File: config.mk
export PLATFORM = sky130hd
export DESIGN_NAME = march_c_sequencer
export DESIGN_NICKNAME = d
export VERILOG_FILES = /design/src/rtl/bist_pkg.sv /design/src/rtl/march_addr_gen.sv /design/src/rtl/march_c_sequencer.sv
export SDC_FILE = /design/constraint.sdc
export NUM_CORES = 1
export LEC_CHECK = 0
export ABC_AREA = 1
export BUFFER_PORTS_ARGS = -buffer_cell sky130_fd_sc_hd__buf_2
export CAP_MARGIN = 20
export CORE_ASPECT_RATIO = 1.75
export CORE_MARGIN = 2
export CORE_UTILIZATION = 55
export DETAILED_ROUTE_END_ITERATION = 16
export HOLD_SLACK_MARGIN = 0.02
export PLACE_DENSITY = 0.8
export SLEW_MARGIN = 20
export SYNTH_ARGS = -nofsm -noshare
export SYNTH_HDL_FRONTEND = slang
export SYNTH_HIERARCHICAL = 1
export SYNTH_SLANG_ARGS = --single-unit
export TNS_END_PERCENT = 100
File: constraint.sdc
create_clock -name clk -period 5.02 [get_ports clk]
set_clock_uncertainty 0.2 [all_clocks]
set_input_delay 1.004 -clock clk [delete_from_list [all_inputs] [get_ports clk]]
set_output_delay 1.004 -clock clk [all_outputs]
set_load 0.01 [all_outputs]
File: src/rtl/bist_pkg.sv
// -----------------------------------------------------------------------------
// bist_pkg
// Shared definitions for the March C- BIST sequencer:
//   - state_t   : sequencer FSM states (also exported on the debug port)
//   - elem_t    : march element index, E0..E5
//   - TBL_*     : per-element table, one bit per element (bit n = element n)
//   - elem_*()  : table accessors that tolerate out-of-range indices
// -----------------------------------------------------------------------------
package bist_pkg;

    localparam int NUM_ELEM = 6;

    typedef enum logic [2:0] {
        ST_IDLE  = 3'd0,
        ST_RD    = 3'd1,
        ST_WR    = 3'd2,
        ST_FLUSH = 3'd3,
        ST_DONE  = 3'd4
    } state_t;

    typedef logic [2:0] elem_t;

    localparam elem_t E0 = 3'd0;  // up   : w0
    localparam elem_t E1 = 3'd1;  // up   : r0,w1
    localparam elem_t E2 = 3'd2;  // up   : r1,w0
    localparam elem_t E3 = 3'd3;  // down : r0,w1
    localparam elem_t E4 = 3'd4;  // down : r1,w0
    localparam elem_t E5 = 3'd5;  // up   : r0

    // Element table, bit n describes element n (E5 is the MSB).
    localparam logic [NUM_ELEM-1:0] TBL_UP        = 6'b100111;  // 1 = ascending
    localparam logic [NUM_ELEM-1:0] TBL_HAS_READ  = 6'b111110;
    localparam logic [NUM_ELEM-1:0] TBL_READ_EXP  = 6'b010100;  // 1 = expect all-ones
    localparam logic [NUM_ELEM-1:0] TBL_HAS_WRITE = 6'b011111;
    localparam logic [NUM_ELEM-1:0] TBL_WRITE_VAL = 6'b001010;  // 1 = write all-ones

    // Zero-extend to 8 entries so any 3-bit index is in range; unused
    // indices read as 0.
    function automatic logic tbl_bit(input logic [NUM_ELEM-1:0] tbl, input elem_t e);
        logic [7:0] w_ext;
        w_ext = 8'(tbl);
        return w_ext[e];
    endfunction

    function automatic logic elem_up(input elem_t e);
        return tbl_bit(TBL_UP, e);
    endfunction

    function automatic logic elem_has_read(input elem_t e);
        return tbl_bit(TBL_HAS_READ, e);
    endfunction

    function automatic logic elem_read_exp(input elem_t e);
        return tbl_bit(TBL_READ_EXP, e);
    endfunction

    function automatic logic elem_has_write(input elem_t e);
        return tbl_bit(TBL_HAS_WRITE, e);
    endfunction

    function automatic logic elem_write_val(input elem_t e);
        return tbl_bit(TBL_WRITE_VAL, e);
    endfunction

endpackage

File: src/rtl/march_addr_gen.sv
// -----------------------------------------------------------------------------
// march_addr_gen
// Loadable up/down address counter for the march sequencer.
//   clk, rst      : clock, asynchronous active-high reset
//   i_load        : load start address; i_load_up picks 0 (up) or N-1 (down)
//                   and latches the counting direction
//   i_en          : step one address in the latched direction
//   o_addr        : current address (registered)
//   o_tc          : terminal count for the latched direction (N-1 up, 0 down)
// The direction is latched on load so o_tc never depends on the load decision
// of the same cycle.
// -----------------------------------------------------------------------------
module march_addr_gen #(
    parameter int ADDR_W = 4
) (
    input  logic              clk,
    input  logic              rst,
    input  logic              i_load,
    input  logic              i_load_up,
    input  logic              i_en,
    output logic [ADDR_W-1:0] o_addr,
    output logic              o_tc
);

    logic [ADDR_W-1:0] r_addr;
    logic              r_up;

    always_ff @(posedge clk or posedge rst) begin
        if (rst) begin
            r_addr <= '0;
            r_up   <= 1'b1;
        end else if (i_load) begin
            r_up   <= i_load_up;
            r_addr <= i_load_up ? '0 : '1;
        end else if (i_en) begin
            r_addr <= r_up ? (r_addr + ADDR_W'(1)) : (r_addr - ADDR_W'(1));
        end
    end

    assign o_addr = r_addr;
    assign o_tc   = r_up ? (r_addr == '1) : (r_addr == '0);

endmodule

File: src/rtl/march_c_sequencer.sv
// -----------------------------------------------------------------------------
// march_c_sequencer
// March C- BIST sequencer for one single-port synchronous SRAM.
//   clk, rst   : clock, asynchronous active-high reset
//   start      : level, accepted only in IDLE or DONE
//   abort      : level, stops a running test (RD/WR/FLUSH) on the next edge
//   mem_addr   : memory address       mem_we / mem_re : write / read strobe
//   mem_wdata  : write data           mem_rdata       : read data, 1 cycle after mem_re
//   busy       : test running         done / pass     : normal completion, result
//   fail       : sticky mismatch      fail_addr/elem  : first mismatch location
//   fail_cnt   : mismatch count (only with MARCH_FAIL_CNT_EN defined)
//   dbg_state  : current FSM state
// Memory interface: a strobe high in a cycle means the memory performs that
// op at mem_addr on the next rising edge; read data is compared one cycle
// after mem_re. Only one strobe is ever high.
// Optional macro: MARCH_FAIL_CNT_EN adds the saturating fail_cnt output.
// -----------------------------------------------------------------------------
module march_c_sequencer
    import bist_pkg::*;
#(
    parameter int ADDR_W = 4,
    parameter int DATA_W = 8
) (
    input  logic              clk,
    input  logic              rst,
    input  logic              start,
    input  logic              abort,
    output logic [ADDR_W-1:0] mem_addr,
    output logic              mem_we,
    output logic              mem_re,
    output logic [DATA_W-1:0] mem_wdata,
    input  logic [DATA_W-1:0] mem_rdata,
    output logic              busy,
    output logic              done,
    output logic              pass,
    output logic              fail,
    output logic [ADDR_W-1:0] fail_addr,
`ifdef MARCH_FAIL_CNT_EN
    output logic [ADDR_W+2:0] fail_cnt,
`endif
    output logic [2:0]        fail_elem,
    output state_t            dbg_state
);

    state_t            r_state;
    elem_t             r_elem;
    logic              r_busy, r_done, r_pass, r_fail;
    logic              r_mem_we, r_mem_re;
    logic [DATA_W-1:0] r_mem_wdata;
    logic [ADDR_W-1:0] r_fail_addr;
    elem_t             r_fail_elem;
`ifdef MARCH_FAIL_CNT_EN
    logic [ADDR_W+2:0] r_fail_cnt;
`endif

    // Compare pipeline: captured on a read, checked one cycle later.
    logic              r_cmp_vld;
    logic              r_cmp_exp;
    logic [ADDR_W-1:0] r_cmp_addr;
    elem_t             r_cmp_elem;

    logic [ADDR_W-1:0] w_addr;
    logic              w_tc, w_load, w_load_up, w_en, w_mismatch, w_running;
    elem_t             w_nxt_elem;

    march_addr_gen #(.ADDR_W(ADDR_W)) u_addr_gen (
        .clk       (clk),
        .rst       (rst),
        .i_load    (w_load),
        .i_load_up (w_load_up),
        .i_en      (w_en),
        .o_addr    (w_addr),
        .o_tc      (w_tc)
    );

    assign w_nxt_elem = r_elem + 3'd1;
    assign w_running  = (r_state == ST_RD) || (r_state == ST_WR) || (r_state == ST_FLUSH);
    assign w_mismatch = r_cmp_vld && (mem_rdata != {DATA_W{r_cmp_exp}});

    // Address control: the address only moves after the last op of an
    // element at the current address, and reloads at element boundaries.
    always_comb begin
        w_load    = 1'b0;
        w_load_up = 1'b1;
        w_en      = 1'b0;
        case (r_state)
            ST_IDLE, ST_DONE: w_load = start;
            ST_WR: begin
                if (!abort) begin
                    if (w_tc) begin
                        w_load    = 1'b1;
                        w_load_up = elem_up(w_nxt_elem);
                    end else begin
                        w_en = 1'b1;
                    end
                end
            end
            ST_RD: w_en = !abort && !elem_has_write(r_elem) && !w_tc;
            default: ;
        endcase
    end

    always_ff @(posedge clk or posedge rst) begin
        if (rst) begin
            r_state     <= ST_IDLE;
            r_elem      <= E0;
            r_busy      <= 1'b0;
            r_done      <= 1'b0;
            r_pass      <= 1'b0;
            r_fail      <= 1'b0;
            r_mem_we    <= 1'b0;
            r_mem_re    <= 1'b0;
            r_mem_wdata <= '0;
            r_fail_addr <= '0;
            r_fail_elem <= E0;
            r_cmp_vld   <= 1'b0;
            r_cmp_exp   <= 1'b0;
            r_cmp_addr  <= '0;
            r_cmp_elem  <= E0;
`ifdef MARCH_FAIL_CNT_EN
            r_fail_cnt  <= '0;
`endif
        end else begin
            r_cmp_vld <= 1'b0;

            // Evaluated before the FSM so a compare still lands on an abort
            // edge or the FLUSH edge.
            if (w_mismatch) begin
                r_fail <= 1'b1;
                if (!r_fail) begin
                    r_fail_addr <= r_cmp_addr;
                    r_fail_elem <= r_cmp_elem;
                end
`ifdef MARCH_FAIL_CNT_EN
                if (r_fail_cnt != '1) begin
                    r_fail_cnt <= r_fail_cnt + (ADDR_W+3)'(1);
                end
`endif
            end

            if (abort && w_running) begin
                // A read issued in this cycle is dropped; capture registers stay.
                r_state  <= ST_IDLE;
                r_busy   <= 1'b0;
                r_done   <= 1'b0;
                r_pass   <= 1'b0;
                r_mem_we <= 1'b0;
                r_mem_re <= 1'b0;
            end else begin
                case (r_state)
                    ST_IDLE, ST_DONE: begin
                        if (start) begin
                            r_fail      <= 1'b0;
                            r_fail_addr <= '0;
                            r_fail_elem <= E0;
`ifdef MARCH_FAIL_CNT_EN
                            r_fail_cnt  <= '0;
`endif
                            r_done      <= 1'b0;
                            r_pass      <= 1'b0;
                            r_busy      <= 1'b1;
                            r_elem      <= E0;
                            r_state     <= ST_WR;
                            r_mem_we    <= 1'b1;
                            r_mem_re    <= 1'b0;
                            r_mem_wdata <= {DATA_W{elem_write_val(E0)}};
                        end
                    end
                    ST_WR: begin
                        if (w_tc) begin
                            r_elem <= w_nxt_elem;
                            if (elem_has_read(w_nxt_elem)) begin
                                r_state  <= ST_RD;
                                r_mem_we <= 1'b0;
                                r_mem_re <= 1'b1;
                            end else begin
                                r_mem_wdata <= {DATA_W{elem_write_val(w_nxt_elem)}};
                            end
                        end else if (elem_has_read(r_elem)) begin
                            r_state  <= ST_RD;
                            r_mem_we <= 1'b0;
                            r_mem_re <= 1'b1;
                        end
                    end
                    ST_RD: begin
                        r_cmp_vld  <= 1'b1;
                        r_cmp_exp  <= elem_read_exp(r_elem);
                        r_cmp_addr <= w_addr;
                        r_cmp_elem <= r_elem;
                        if (elem_has_write(r_elem)) begin
                            r_state     <= ST_WR;
                            r_mem_re    <= 1'b0;
                            r_mem_we    <= 1'b1;
                            r_mem_wdata <= {DATA_W{elem_write_val(r_elem)}};
                        end else if (w_tc) begin
                            // Last read of the test; one cycle left for its compare.
                            r_state  <= ST_FLUSH;
                            r_mem_re <= 1'b0;
                        end
                    end
                    ST_FLUSH: begin
                        r_state <= ST_DONE;
                        r_busy  <= 1'b0;
                        r_done  <= 1'b1;
                        r_pass  <= !(r_fail || w_mismatch);
                    end
                    default: r_state <= ST_IDLE;
                endcase
            end
        end
    end

    assign mem_addr  = w_addr;
    assign mem_we    = r_mem_we;
    assign mem_re    = r_mem_re;
    assign mem_wdata = r_mem_wdata;
    assign busy      = r_busy;
    assign done      = r_done;
    assign pass      = r_pass;
    assign fail      = r_fail;
    assign fail_addr = r_fail_addr;
    assign fail_elem = r_fail_elem;
    assign dbg_state = r_state;
`ifdef MARCH_FAIL_CNT_EN
    assign fail_cnt  = r_fail_cnt;
`endif

endmodule

Word level (Yosys, flattened, before mapping)

Memories as Yosys holds them, arrays and structs flattened. A register that Yosys moved wholly into a read port is not among the register bits.
Index checks and enable logic that the tools add are counted.

Register bits after elaboration: 40
Latch bits: 0
Memory bits (writable): 0
Memory bits (read-only): 56
Bits of input ports: 12
Output and inout port bits: 28
Word-level logic and storage cells: 143
Memories: 7

Memories:

| name             | depth | bits a word | read ports | clocked after Yosys merged registers in | wr ports | RTL line       | source |
|---|---|---|---|---|---|---|---|
| (name not given) | 8     | 1           | 1          | 0                                       | 0        | bist_pkg.sv:42 | `return w_ext[e];` |
| (name not given) | 8     | 1           | 1          | 0                                       | 0        | bist_pkg.sv:42 |  |
| (name not given) | 8     | 1           | 1          | 1                                       | 0        | bist_pkg.sv:42 |  |
| (name not given) | 8     | 1           | 1          | 0                                       | 0        | bist_pkg.sv:42 |  |
| (name not given) | 8     | 1           | 1          | 0                                       | 0        | bist_pkg.sv:42 |  |
| (name not given) | 8     | 1           | 1          | 0                                       | 0        | bist_pkg.sv:42 |  |
| +1 memories      | --    | --          | --         | --                                      | --       | --             |  |

Add/subtract/negate cells: 3
Multipliers: 0
Div/mod/pow operators: 0
$lt $le $gt $ge: 2
Equal/unequal tests: 15
Shifts and indexed selects: 0
Multiplexer cells: 73
Bitwise gates (word level): 1
Reductions and logical operators: 26

Operators by type and width:

| cell                | count |
|---|---|
| $mux 3              | 14 |
| $mux 1              | 36 |
| $mux 4              | 9 |
| $mux 8              | 4 |
| $pmux 8 s3          | 1 |
| $ne 4x2->1 const B  | 3 |
| $pmux 3 s4          | 1 |
| $pmux 1 s2          | 5 |
| $reduce_and 5->1    | 2 |
| $lt 3x4->1 const B  | 2 |
| $ne 8x8->1          | 1 |
| $reduce_and 4->1    | 2 |
| $eq 3x2->1 const B  | 2 |
| $ne 2x2->1 const B  | 3 |
| $pmux 1 s3          | 2 |
| $pmux 3 s2          | 1 |
| $reduce_and 6->1    | 1 |
| $reduce_bool 3->1   | 2 |
| $add 4x1->4 const B | 1 |
| $eq 4x4->1 const B  | 1 |
| $logic_and 1x1->1   | 4 |
| $logic_not 1->1     | 4 |
| $logic_not 4->1     | 1 |
| $reduce_and 2->1    | 2 |
| 13 further kinds    | 16 |

Longest topological paths before layout

Word-level depth: 8
Depth in mapped cells: 11
Depth with buffers taken out: 11

By module

The synthesis kept the hierarchy.

By module, submodules not included:

| module            | times used | cells an instance | area an instance (um2) | sequential area each (um2) |
|---|---|---|---|---|
| march_c_sequencer | 1          | 221               | 1629.1                 | 725.7 |
| march_addr_gen    | 1          | 52                | 371.6                  | 126.4 |

Worst setup path before layout

OpenSTA, ideal clock, no wires.

Path kind: input-to-reg
Start: input start
End: register u_addr_gen.r_addr[0], in the netlist u_addr_gen/o_addr[0]
Library setup time: 0.137 ns
Arrival time: 1.809 ns
Data required time: 4.683 ns
Setup slack: 2.874 ns
Cell stages on the path: 7
Path buffers: 0
Cells stage by stage: inv_1 > nor2_1 > inv_2 > nand2_1 > nor2_1 > a21oi_1 > o21ai_0

Word-level cells in the longest chain between the ends: 2
Elaborated cells on any way between the ends: 3
Those cells by class: mux: 2; reduce/logical: 1

RTL lines:

| item                                               | RTL line                | source |
|---|---|---|
| start: declaration                                 | march_c_sequencer.sv:26 | `input logic start,` |
| $pmux 1 s2 *                                       | march_c_sequencer.sv:86 | `case (r_state)` |
| via w_load                                         | march_c_sequencer.sv:63 | `logic w_tc, w_load, w_load_up, w_en, w_mismatch, w_running;` |
| $mux 4 / $reduce_bool 2->1 (equally long branches) | --                      |  |
| end signal: assignment                             | march_addr_gen.sv:34    | `r_addr <= i_load_up ? '0 : '1;` |
| end signal: assignment                             | march_addr_gen.sv:36    | `r_addr <= r_up ? (r_addr + ADDR_W'(1)) : (r_addr - ADDR_W'(1));` |
| end: declaration                                   | march_addr_gen.sv:25    | `logic [ADDR_W-1:0] r_addr;` |

Mark *: on every way through the listed nets, which the timed path passes. The rest lies on a longest branch.
A chain may end at the register's enable or synchronous reset.

Worst setup path in the final report

Start: register u_addr_gen.r_up
End: register u_addr_gen.r_addr[0], in the netlist u_addr_gen/o_addr[0]

Elaborated cells on any way between the ends: 17
Those cells by class: mux: 14; reduce/logical: 3

RTL lines:

| item                                               | RTL line                | source |
|---|---|---|
| start: declaration                                 | march_addr_gen.sv:26    | `logic r_up;` |
| start signal: assignment                           | march_addr_gen.sv:33    | `r_up <= i_load_up;` |
| $mux 1 *                                           | march_addr_gen.sv:41    | `assign o_tc = r_up ? (r_addr == '1) : (r_addr == '0);` |
| via w_tc                                           | march_c_sequencer.sv:63 |  |
| $mux 1 *                                           | march_c_sequencer.sv:90 | `if (w_tc) begin` |
| $mux 1 *                                           | march_c_sequencer.sv:89 | `if (!abort) begin` |
| $pmux 1 s2 *                                       | march_c_sequencer.sv:86 |  |
| via w_load                                         | march_c_sequencer.sv:63 |  |
| $mux 4 / $reduce_bool 2->1 (equally long branches) | --                      |  |

Mark *: on every way through the listed nets, which the timed path passes. The rest lies on a longest branch. The select of a mux whose other input is x is not followed.

==> impl_metrics.json <==
{
  "synth_area_leaders": "dfrtp_1 (41%), nand2_1 (14%), nor2_1 (7.7%), inv_1 (6.9%), nand3_1 (3.5%)",
  "insertion_delay_ns": 0.29,
  "clockRootBuffer": "clkbuf_8",
  "core_um2": 3560,
  "grt_max_degree": 30,
  "diodes": 0,
  "drive_gt1_share_pct": 23.5,
  "drtIter0Drc": 26,
  "slew_viol_final": 0,
  "viasPerCell": 4.94,
  "path_max_fanout": 10,
  "drv_cap": 0,
  "cts.sinks": 34,
  "postSynthAreaPerCell_um2": 7.33,
  "rsz0062_at_grt": "false",
  "synth-edff-count": 0,
  "cts_setup_buffers": 0,
  "hold_viol_final": 0,
  "tritoncts": "yes",
  "crit_required_ns": 4.99,
  "start_util_pct": 56.3,
  "gp_congestion": 0.858,
  "synth_ff_type": "dfrtp_1",
  "first_pass_iters": 4,
  "dpl.hpwl_um": 3180,
  "holdBufCountCts": 0,
  "peakVddDrop_v": 0.000309,
  "h-tree-depth": 2,
  "arrival_ns": 2.35,
  "netlist.area_leader.share_pct": 41.3,
  "syn_nets": 291,
  "die-area_um2": 4150,
  "pre_cts_ws_ns": 2.60,
  "critPathKind": "reg -> reg",
  "io_buffers": 39,
  "area_growth_pct": 14.5,
  "grtUsageMet2_pct": 41.7,
  "status": "complete, no violations",
  "synthTopCellsByCount": "nand2_1 (75), nor2_1 (41), inv_1 (37), dfrtp_1 (33), nand3_1 (14)",
  "power_density_nw_per_um2": 555,
  "num-nets-final": 328,
  "syn-instance-count": 273,
  "worst_slew_pin_slew_ns": 0.597,
  "synth_cell_types": 27,
  "design_area_um2": 2290,
  "cp-start-kind": "flip-flop",
  "grt.busiest_layer": "met2",
  "wl_per_cell_um": 11.8,
  "grtUsageMet1_pct": 22.7,
  "place_area_um2": 2180,
  "cts_max_path_buffers": 2,
  "antenna_found_initial": 0,
  "clkSlewWorstSetupHoldPaths_ns": 0.07,
  "async_flop_share_pct": 100,
  "drc": 0,
  "setup_viol": 0,
  "met3_usage_pct": 4.66,
  "grt_pass1_vias": 1725,
  "slew_headroom_pct": 60.2,
  "syn-cell-area_um2": 2000,
  "grtUsageTotal_pct": 22.9,
  "cts_made_buffers": 5,
  "synth_top_area_cell": "dfrtp_1",
  "yosys_warnings": 6,
  "grt_overflow": 0,
  "setup_slack_ns": 2.64,
  "hold_path_class": "reg -> reg",
  "p_leak_uw": 0.00134,
  "power_uw": 1270,
  "tns_ns": 0,
  "die_w_um": 49.6,
  "period_needed_ns": 2.38,
  "post_cts_resized": 0,
  "drt_wl_total_um": 4220,
  "critical_path.endpoint_type": "flip-flop",
  "synth_seq_cells": 34,
  "fin_crit_sh_pct": 47.4,
  "synth_most_common_cell": "nand2_1",
  "dieHeight_um": 83.8,
  "pin_count": 40,
  "vias": 1763,
  "fp-row-count": 29,
  "grt_pass1_wl_um": 7260,
  "ant_nets": 0,
  "fmax_mhz": 420,
  "yosysSeqAreaShare_pct": 42.6
}
## metal layers
metal	wire, um	share of wire (%)
met5	0	0
met4	168	4.0
met3	185	4.4
met2	2320	55
met1	1540	37
## state kept, by name, summed over array words and instances, names as in the netlist, 3 cells and up
register / cells
r_cmp_addr: 4
dbg_state: 3
r_elem: 3
u_addr_gen/o_addr: 4
fail_addr: 4
fail_elem: 3
r_cmp_elem: 3
## path summary, 6_finish.rpt
kind,cells after the start,slack (ns),startpoint,to
setup / recovery,7,2.64,u_addr_gen/r_up$_DFFE_PP1P_,u_addr_gen/o_addr[0]$_DFFE_PP0P_
hold / removal,2,0.28,mem_we$_DFFE_PP0P_,mem_we$_DFFE_PP0P_
setup reg to reg,7,2.64,u_addr_gen/r_up$_DFFE_PP1P_,u_addr_gen/o_addr[0]$_DFFE_PP0P_
hold reg to reg,2,0.28,mem_we$_DFFE_PP0P_,mem_we$_DFFE_PP0P_
max in group asynchronous,2,3.63,rst,mem_re$_DFFE_PP0P_
min in group asynchronous,2,0.42,rst,u_addr_gen/o_addr[3]$_DFFE_PP0P_
## power by group
part | total, uW | switching [uW] | internal (uW)
sequential | 453 | 79.5 | 373
clock | 246 | 97.1 | 148
combinational | 574 | 367 | 207
## per-stage QoR
stage	hold slack, ns	util, %	std cells
after global placement	0.258	61.4	349
final	0.279	64.4	357
after CTS	0.280	64.4	357
after global routing	0.311	64.4	357
after floorplan	0.243	-	273
after detailed placement	0.264	61.4	349
## cells by family after synthesis
logic type,count (synthesis),share of synthesized area (%)
and+or+nand+nor,154,34.4
buffers and inverters,53,11.7
DFF,34,42.6
AOI/OAI and AO/OA,26,7.19
adders and majority gates,6,4.13
## critical path, stage by stage (launching register included)
cell and delay (ns):
dfstp_2 0.55, inv_1 0.11, o21ai_0 0.44, nand4_1 0.25
nand2_1 0.30, nor2_1 0.17, a21oi_1 0.14, o21ai_0 0.09
## cells in the final DEF (no fill, tap or decap), types with 2 or more instances in the layout
cell type / Yosys / layout
buf_2: 1 / 39
nand4_1: 3 / 3
nor2_2: 5 / 5
inv_2: 7 / 8
dfrtp_1: 33 / 33
o21ai_1: 6 / 6
nand3_1: 14 / 14
nand2_2: 4 / 4
o21ai_0: 10 / 10
a21oi_1: 7 / 7
clkbuf_8: 0 / 5
clkbuf_1: 0 / 2
ha_1: 5 / 5
nand2_4: 2 / 2
nor3_1: 3 / 3
nor2_4: 4 / 4
nor2_1: 41 / 41
nand2_1: 75 / 75
inv_1: 37 / 36
## final cells by class
| type | instances | area, um^2 |
|---|---|---|
| fill | 348 | 1260 |
| multi-input combinational | 186 | 915 |
| sequential | 34 | 852 |
| timing repair buffer | 39 | 195 |
| inverter | 44 | 165 |
| clock buffer | 7 | 76.3 |
| tap | 46 | 57.6 |
| clock inverter | 1 | 30.0 |
Note: power is estimated with default switching activity, not from simulation.
